`src/rtl/muldiv_pkg.sv`:
```
// Shared encodings, FSM states and constants for the HI/LO multiply/divide unit.
package muldiv_pkg;

  localparam int unsigned CNT_W           = 5;
  localparam int unsigned DIV_BUSY_CYCLES = 34;
  localparam int unsigned DIV_ITERS       = DIV_BUSY_CYCLES - 2;

  localparam logic [2:0]  OP_MULT  = 3'd0;
  localparam logic [2:0]  OP_MULTU = 3'd1;
  localparam logic [2:0]  OP_DIV   = 3'd2;
  localparam logic [2:0]  OP_DIVU  = 3'd3;
  localparam logic [2:0]  OP_MTHI  = 3'd4;
  localparam logic [2:0]  OP_MTLO  = 3'd5;

  localparam logic [31:0] DIV0_QUOT = 32'hFFFF_FFFF;

  typedef enum logic [2:0] {
    IDLE,
    MUL,
    DIV_PREP,
    DIV_ITER,
    DIV_FIX
  } state_e;

  // Two's-complement negate when neg is set (magnitude / sign restore).
  function automatic logic [31:0] mag32(input logic [31:0] v, input logic neg);
    return neg ? 32'(-v) : v;
  endfunction

endpackage

```
`src/rtl/div_iter_core.sv`:
```
// One restoring-divide step: shift in the next dividend bit, trial-subtract
// the divisor, keep the difference if non-negative and shift in the quotient bit.
module div_iter_core (
  input  logic [31:0] rem_i,
  input  logic [31:0] quo_i,
  input  logic [31:0] dvs_i,
  output logic [31:0] rem_o,
  output logic [31:0] quo_o
);

  logic [32:0] shifted_c;
  logic [32:0] diff_c;

  // Partial remainder stays below the divisor, so 33 bits hold the shifted value.
  assign shifted_c = {rem_i, quo_i[31]};
  assign diff_c    = shifted_c - {1'b0, dvs_i};
  assign rem_o     = diff_c[32] ? shifted_c[31:0] : diff_c[31:0];
  assign quo_o     = {quo_i[30:0], ~diff_c[32]};

endmodule

```
`src/rtl/muldiv_ctrl.sv`:
```
// HI/LO multiply/divide sequencer: fixed-latency multiply, 1-bit/cycle
// restoring divide, MTHI/MTLO writes and pipeline stall generation.
// Optional: define MULDIV_CANCEL_EN to add a 'cancel' input that aborts an
// in-flight operation (and blocks an accept) for exception flush.
module muldiv_ctrl
  import muldiv_pkg::*;
#(
  parameter int unsigned MUL_CYCLES = 4  // legal 1..8
) (
  input  logic        clk,
  input  logic        rst,
  input  logic        op_valid,
  input  logic [2:0]  op,
  input  logic [31:0] src_a,
  input  logic [31:0] src_b,
  input  logic        mf_req,
`ifdef MULDIV_CANCEL_EN
  input  logic        cancel,
`endif
  output logic        busy,
  output logic        stall,
  output logic        done,
  output logic [31:0] hi,
  output logic [31:0] lo
);

  state_e             state_q, state_d;
  logic [CNT_W-1:0]   cnt_q, cnt_d;
  logic [31:0]        a_q, a_d;
  logic [31:0]        b_q, b_d;
  logic               sgn_q, sgn_d;
  logic [31:0]        dvd_q, dvd_d;
  logic [31:0]        dvs_q, dvs_d;
  logic [31:0]        rem_q, rem_d;
  logic [31:0]        hi_q, hi_d;
  logic [31:0]        lo_q, lo_d;
  logic               busy_q, busy_d;
  logic               done_q, done_d;

  logic               cancel_c;
  logic               accept_c;
  logic [63:0]        mul_a_ext_c;
  logic [63:0]        mul_b_ext_c;
  logic [63:0]        prod_c;
  logic [31:0]        step_rem_c;
  logic [31:0]        step_quo_c;
  logic               quo_neg_c;
  logic               rem_neg_c;

`ifdef MULDIV_CANCEL_EN
  assign cancel_c = cancel;
`else
  assign cancel_c = 1'b0;
`endif

  // Sign-extend for MULT so one 64-bit multiply serves both flavours.
  assign mul_a_ext_c = {{32{sgn_q & a_q[31]}}, a_q};
  assign mul_b_ext_c = {{32{sgn_q & b_q[31]}}, b_q};
  assign prod_c      = mul_a_ext_c * mul_b_ext_c;

  assign quo_neg_c = sgn_q & (a_q[31] ^ b_q[31]);
  assign rem_neg_c = sgn_q & a_q[31];

  div_iter_core u_div_iter_core (
    .rem_i (rem_q),
    .quo_i (dvd_q),
    .dvs_i (dvs_q),
    .rem_o (step_rem_c),
    .quo_o (step_quo_c)
  );

  // Next-state, datapath and HI/LO update logic.
  always_comb begin
    state_d  = state_q;
    cnt_d    = cnt_q;
    a_d      = a_q;
    b_d      = b_q;
    sgn_d    = sgn_q;
    dvd_d    = dvd_q;
    dvs_d    = dvs_q;
    rem_d    = rem_q;
    hi_d     = hi_q;
    lo_d     = lo_q;
    accept_c = op_valid && !busy_q && (op <= OP_MTLO) && !cancel_c;

    case (state_q)
      IDLE: begin
        if (accept_c) begin
          case (op)
            OP_MTHI: hi_d = src_a;
            OP_MTLO: lo_d = src_a;
            OP_MULT, OP_MULTU: begin
              a_d     = src_a;
              b_d     = src_b;
              sgn_d   = (op == OP_MULT);
              cnt_d   = CNT_W'(MUL_CYCLES - 1);
              state_d = MUL;
            end
            OP_DIV, OP_DIVU: begin
              a_d     = src_a;
              b_d     = src_b;
              sgn_d   = (op == OP_DIV);
              state_d = DIV_PREP;
            end
            default: ;
          endcase
        end
      end
      MUL: begin
        if (cnt_q == '0) begin
          {hi_d, lo_d} = prod_c;
          state_d      = IDLE;
        end else begin
          cnt_d = cnt_q - CNT_W'(1);
        end
      end
      DIV_PREP: begin
        dvd_d   = mag32(a_q, sgn_q & a_q[31]);
        dvs_d   = mag32(b_q, sgn_q & b_q[31]);
        rem_d   = '0;
        cnt_d   = CNT_W'(DIV_ITERS - 1);
        state_d = DIV_ITER;
      end
      DIV_ITER: begin
        rem_d = step_rem_c;
        dvd_d = step_quo_c;
        if (cnt_q == '0) begin
          state_d = DIV_FIX;
        end else begin
          cnt_d = cnt_q - CNT_W'(1);
        end
      end
      DIV_FIX: begin
        // Divide by zero reports all-ones quotient and the untouched dividend.
        if (b_q == '0) begin
          lo_d = DIV0_QUOT;
          hi_d = a_q;
        end else begin
          lo_d = mag32(dvd_q, quo_neg_c);
          hi_d = mag32(rem_q, rem_neg_c);
        end
        state_d = IDLE;
      end
      default: state_d = IDLE;
    endcase

    // Flush: drop the in-flight op without touching HI/LO.
    if (cancel_c && busy_q) begin
      state_d = IDLE;
      cnt_d   = '0;
      hi_d    = hi_q;
      lo_d    = lo_q;
    end

    busy_d = (state_d != IDLE);
    done_d = ((state_d == MUL) && (cnt_d == '0)) || (state_d == DIV_FIX);
  end

  // State and datapath registers with synchronous reset.
  always_ff @(posedge clk) begin
    if (rst) begin
      state_q <= IDLE;
      cnt_q   <= '0;
      a_q     <= '0;
      b_q     <= '0;
      sgn_q   <= 1'b0;
      dvd_q   <= '0;
      dvs_q   <= '0;
      rem_q   <= '0;
      hi_q    <= '0;
      lo_q    <= '0;
      busy_q  <= 1'b0;
      done_q  <= 1'b0;
    end else begin
      state_q <= state_d;
      cnt_q   <= cnt_d;
      a_q     <= a_d;
      b_q     <= b_d;
      sgn_q   <= sgn_d;
      dvd_q   <= dvd_d;
      dvs_q   <= dvs_d;
      rem_q   <= rem_d;
      hi_q    <= hi_d;
      lo_q    <= lo_d;
      busy_q  <= busy_d;
      done_q  <= done_d;
    end
  end

  assign busy  = busy_q;
  assign stall = busy_q & (op_valid | mf_req);
  assign hi    = hi_q;
  assign lo    = lo_q;
`ifdef MULDIV_CANCEL_EN
  assign done  = done_q & ~cancel_c;
`else
  assign done  = done_q;
`endif

endmodule

```
`config.mk`:
```
export PLATFORM = sky130hd
export DESIGN_NAME = muldiv_ctrl
export DESIGN_NICKNAME = d
export VERILOG_FILES = /design/src/rtl/muldiv_pkg.sv /design/src/rtl/div_iter_core.sv /design/src/rtl/muldiv_ctrl.sv
export SDC_FILE = /design/constraint.sdc
export NUM_CORES = 2
export LEC_CHECK = 0
export ABC_CLOCK_PERIOD_IN_PS = 11640
export CAP_MARGIN = 30
export CORE_MARGIN = 2
export CORE_UTILIZATION = 66
export DETAILED_ROUTE_END_ITERATION = 10
export PLACE_DENSITY = 0.94
export RECOVER_POWER = 50
export SYNTH_ARGS = -nofsm -noshare
export SYNTH_HDL_FRONTEND = slang
export SYNTH_HIERARCHICAL = 1
export SYNTH_SLANG_ARGS = --single-unit
```
`constraint.sdc`:
```
create_clock -name clk -period 11.64 [get_ports clk]
set_clock_uncertainty 0.15 [all_clocks]
set_input_delay 2.328 -clock clk [delete_from_list [all_inputs] [get_ports clk]]
set_output_delay 2.328 -clock clk [all_outputs]
set_load 0.05 [all_outputs]
```
Word-level counts from Yosys, hierarchy flattened
Index checks and enable logic that the tools add are counted.
{"block": "classes", "multipliers": 1, "n_bitwise": 7, "n_mux": 27, "n_addsub": 6, "eq_ne": 15, "magnitude_cmp": 1, "n_reduce_logical": 22}
{"cell": "$mux W32", "count": 13}
{"cell": "$pmux W32 S3", "count": 2}
{"cell": "$neg A32 Y32", "count": 4}
{"cell": "$pmux W32 S2", "count": 2}
{"cell": "$mul A33 B33 Y64", "count": 1}
{"cell": "$sub A33 B32 Y33", "count": 1}
{"cell": "$logic_not A32 Y1", "count": 1}
{"cell": "$mux W5", "count": 3}
{"cell": "$pmux W5 S3", "count": 1}
{"cell": "$eq A3 B2 Y1 const B", "count": 4}
{"cell": "$eq A3 B3 Y1 const B", "count": 4}
{"cell": "$pmux W3 S4", "count": 1}
{"cell": "$logic_not A5 Y1", "count": 2}
{"cell": "$eq A3 B1 Y1 const B", "count": 3}
{"cell": "$mux W3", "count": 3}
{"cell": "$reduce_and A4 Y1", "count": 2}
{"cell": "$logic_not A3 Y1", "count": 2}
{"cell": "$pmux W3 S2", "count": 1}
{"cell": "$reduce_and A3 Y1", "count": 2}
{"cell": "$reduce_bool A3 Y1", "count": 2}
{"cell": "$reduce_or A2 Y1", "count": 3}
{"cell": "$sub A5 B1 Y5 const B", "count": 1}
{"cell": "$and A1 B1 Y1", "count": 4}
{"cell": "$ne A2 B1 Y1 const B", "count": 2}
{"cell": "other kinds (11)", "count": 15}
{"block": "totals", "input_bits": 71, "regBits": 235, "output_inout_bits": 67, "elab_cells": 91}

Logic depth before layout (Yosys ltp)
{"block": "depth", "depth_word": 8, "ltp_mapped": 33, "mapped_depth_nobuf": 27}

Cells and area by module
Netlist, hierarchy kept.
{"module": "muldiv_ctrl", "area_each_um2": 50774.9, "cells_each": 5917, "n_inst": 1, "seq_area_each_um2": 4704.5}
{"module": "div_iter_core", "area_each_um2": 2591.2, "cells_each": 336, "n_inst": 1, "seq_area_each_um2": 0.0}

Least setup slack after synthesis
Ideal clock, no wire load.
{"block": "synth_timing", "path_type": "reg2reg", "from": "register a_q[31]", "to": "register hi_q[30], in the netlist hi[30]", "period_less_slack_ns": 9.049, "n_path_buf": 6, "required_ns": 11.363, "setup_ns": 0.127, "stages_incl_launch_ff": 32, "t_arrival_ns": 8.771, "path_slack_ns": 2.591, "cell_sequence": "dfxtp_1 > clkbuf_1 > and2_1 > clkbuf_1 > clkbuf_1 > buf_1 > clkbuf_1 > nand2_1 > inv_1 > fa_1 > inv_1 > fa_1 > inv_1 > fa_1 > fa_1 > inv_1 > fa_1 > inv_1 > fa_1 > inv_1 > fa_1 > fa_1 > inv_1 > ha_1 > clkbuf_1 > a21oi_1 > and2_1 > o21ai_0 > nand3_1 > a22oi_1 > a31oi_1 > or3b_1"}
{"block": "synth_via", "elab_chain_len": 4, "elab_cells_between_ends": 6, "classes_between": "mul (1); mux (4); bitwise (1)"}
{"element": "start: declaration", "line_no": "muldiv_ctrl.sv:29", "rtl": "logic [31:0] a_q, a_d;"}
{"element": "start signal: assignment", "line_no": "muldiv_ctrl.sv:164", "rtl": "a_q <= '0;"}
{"element": "start signal: assignment", "line_no": "muldiv_ctrl.sv:177", "rtl": "a_q <= a_d;"}
{"element": "$and A1 B1 Y1", "line_no": "muldiv_ctrl.sv:57, muldiv_ctrl.sv:62"}
{"element": "$mul A33 B33 Y64 or $mux W32 (tied branches)", "line_no": "muldiv_ctrl.sv:59, muldiv_pkg.sv:27"}
{"element": "$mux W32, on equally long branches", "line_no": "muldiv_ctrl.sv:110, muldiv_ctrl.sv:135"}
{"element": "$pmux W32 S3 *", "line_no": "muldiv_ctrl.sv:86", "rtl": "case (state_q)"}
{"element": "end signal: assignment", "line_no": "muldiv_ctrl.sv:183", "rtl": "hi_q <= hi_d;"}
{"element": "end: declaration", "line_no": "muldiv_ctrl.sv:35", "rtl": "logic [31:0] hi_q, hi_d;"}
Every way passes the cells marked *; elsewhere a longest branch is shown, timed or not. The select of a mux whose other input is x is not followed.
A chain may end at the register's enable or synchronous reset.

==> flow_metrics.env <==
export IMPL_wire_per_inst_um=25.6
export IMPL_period_share_pct=83.4
export IMPL_grt_first_pass_wirelength_um=282000
export IMPL_ys_types=106
export IMPL_hold_path_class="reg2reg"
export IMPL_dieArea_mm2=0.0831
export IMPL_globalRouteOverflowTotal=0
export IMPL_place_hpwl_um=137000
export IMPL_final_cell_area_mm2=0.0561
export IMPL_power_frac_clock_pct=25.0
export IMPL_portBuffers=137
export IMPL_drv_slew=150
export IMPL_ys_seq_area_share_pct=8.82
export IMPL_cts_sinks=235
export IMPL_utilization_pct=69.9
export IMPL_intPower_mw=1.86
export IMPL_mappedNetlistArea_mm2=0.0534
export IMPL_worstPathArrival_ns=9.85
export IMPL_final_common_cell="inv_1"
export IMPL_grtUsageMet1_pct=51.0
export IMPL_synth_largest_area_cell="fa_1"
export IMPL_startpoint_type="primary input"
export IMPL_drv_cap=2
export IMPL_route_detailed_drc=0
export IMPL_fillers=5662
export IMPL_cts_tree="yes"
export IMPL_cts_root_buf="clkbuf_16"
export IMPL_die_height_um=288
export IMPL_stdcell_count=7178
export IMPL_status="finished with violations"
export IMPL_antenna_found_initial=19
export IMPL_ys_top_cells_by_area="fa_1 42%, dfxtp_1 8.8%, inv_1 8.3%, nand2_1 7.0%, ha_1 5.9%"
export IMPL_final_setup_tns_ns=0
export IMPL_synth_seq_cells=235
export IMPL_core_area_mm2=0.0803
export IMPL_grtUsageTotal_pct=45.3
export IMPL_synth_top_area_share_pct=42.2
export IMPL_critPathCaptureType="flip-flop"
export IMPL_setup_violations_final=0
export IMPL_num_rows=104
export IMPL_drtIter0Drc=5794
export IMPL_met2_usage_pct=67.9
export IMPL_clk_pin_slew_ns=0.06
export IMPL_p_switching_mw=1.57
export IMPL_dr_pass1_iters=9
export IMPL_cts_hold_buffers=0
export IMPL_fin_crit_ns=9.70
export IMPL_seq_power_share_pct=27.6
export IMPL_syn_instance_count=6253
export IMPL_clk_latency_ns=0.59
export IMPL_cts_buffers_inserted=26
export IMPL_multi_input_area_mm2=0.0423
export IMPL_start_util_pct=66.5
export IMPL_final_cell_mix="1182 x inv_1, 1126 x fa_1, 999 x nand2_1"
export IMPL_rsz0062_at_grt="no"
export IMPL_async_flop_share_pct=0
export IMPL_ir_drop_mv=0.123
export IMPL_wl_um=184000
export IMPL_cts_setup_buffers=0
export IMPL_p_sw_share_pct=45.8
export IMPL_worstMarginPinSlew_ns=4.14
export IMPL_synthFlopType="dfxtp_1"
export IMPL_vias_per_cell=6.48
export IMPL_cp_required_ns=11.78
export IMPL_nNetsFinal=7535
export IMPL_finalHoldViolations=0
export IMPL_syn_nets=7700
export IMPL_drive_above_1_share_pct=3.92
export IMPL_synth_edf_count=0
export IMPL_area_growth_syn_to_layout_pct=5.09
export IMPL_syn_avg_cell_area_um2=8.53
export IMPL_finalPower_mw=3.43
export IMPL_violations="max-capacitance violations, max-slew violations"
export IMPL_fp_dieW_um=288
export IMPL_synth_warnings=6
export IMPL_cts_resized=0
export IMPL_grt_busiest_layer="met2"
export IMPL_grt_pass1_vias=50375
export IMPL_clock_path_buffers=3
export IMPL_grt_start_max_net_pins=96
export IMPL_vias=46522
export IMPL_use_met3_pct=17.3
export IMPL_placed_cells=7114
export IMPL_fmax_mhz=103
export IMPL_htreeDepth=1
export IMPL_ant_nets=0
export IMPL_power_frac_comb_pct=47.4
export IMPL_place_congestion=1.06
export IMPL_cellLeakagePower_nw=26.4
export IMPL_power_density_mw_per_mm2=61.2
export IMPL_path_class="in2reg"
export IMPL_cp_max_fo=95
export IMPL_slew_headroom_pct=-176
export IMPL_regArea_mm2=0.00471
export IMPL_ios=138
export IMPL_placed_area_mm2=0.0551
-- power by group through the flow --
stage          clock network (mW)  registers (mW)  logic, mW
2_1_floorplan                   0            1.00      0.996
3_3_place_gp                    0           0.964       1.48
3_5_place_dp                    0           0.958       1.54
4_1_cts                     0.842           0.941       1.55
5_1_grt                     0.874           0.945       1.71
6_report                    0.858           0.946       1.63
-- registers in the layout, summed over array words and instances (netlist names) --
register / cells
a_q: 32
done: 1
lo: 32
rem_q: 32
cnt_q: 5
dvd_q: 32
b_q: 32
dvs_q: 32
sgn_q: 1
busy: 1
hi: 32
state_q: 3
-- path summary, 6_finish.rpt --
path | start | end | slack, ns | cells past startpoint
worst max-delay path | rst | hi[14] | 1.94 | 6
worst min-delay path | b_q[13] | b_q[13] | 0.31 | 2
worst max register to register | sgn_q | hi[30] | 2.11 | 27
worst min register to register | b_q[13] | b_q[13] | 0.31 | 2
-- critical path, stage by stage --
cell and delay [ns]:
clkbuf_1 2.66, clkbuf_1 3.08, buf_4 1.21, nand3b_1 0.21, o31a_1 0.17, o41ai_1 0.08
-- cells in the mapped netlist (50+ instances only) --
cell type and number:
dfxtp_1 235, nor3_1 50, a211oi_1 82, buf_1 77
a21o_1 57, fa_1 1126, o21ai_0 131, nand2_1 1000
a21oi_1 287, xnor2_1 121, ha_1 250, inv_1 1182
and2_1 346, xor2_1 73, nor2_1 306, clkbuf_1 311
-- metal layers --
layer	up-vias	wire, um
li1	18817	-
met1	22413	57200
met3	1421	26400
met4	12	19800
met2	3859	80100
met5	-	112
-- layout make-up --
cell class                 instances  share of cell area, %
antenna                           15                 0.0669
timing repair buffer             254                   4.29
clock buffer                      33                   1.26
sequential                       235                   8.39
clock inverter                    10                  0.203
inverter                        1184                   7.94
tap                             1060                   2.36
multi-input combinational       4387                   75.5
-- through the flow --
step / hold slack, ns / worst slack, ns
2_1_floorplan: 0.282 / 2.59
3_3_place_gp: 0.292 / 2.50
3_5_place_dp: 0.300 / 2.26
4_1_cts: 0.309 / 2.25
5_1_grt: 0.330 / 1.76
6_report: 0.309 / 1.94
-- cell families after synthesis --
logic type / Yosys count / synth area share [%]
multiplexers: 34 / 0.851
XOR/XNOR: 197 / 3.31
buffers and inverters: 1631 / 12.0
flip-flops: 235 / 8.82
AND/OR/NAND/NOR: 1935 / 16.7
AO/OA/AOI/OAI: 845 / 10.3
adder cells (fa/ha/maj): 1376 / 48.1
Note: power is estimated with default switching activity, not from simulation.
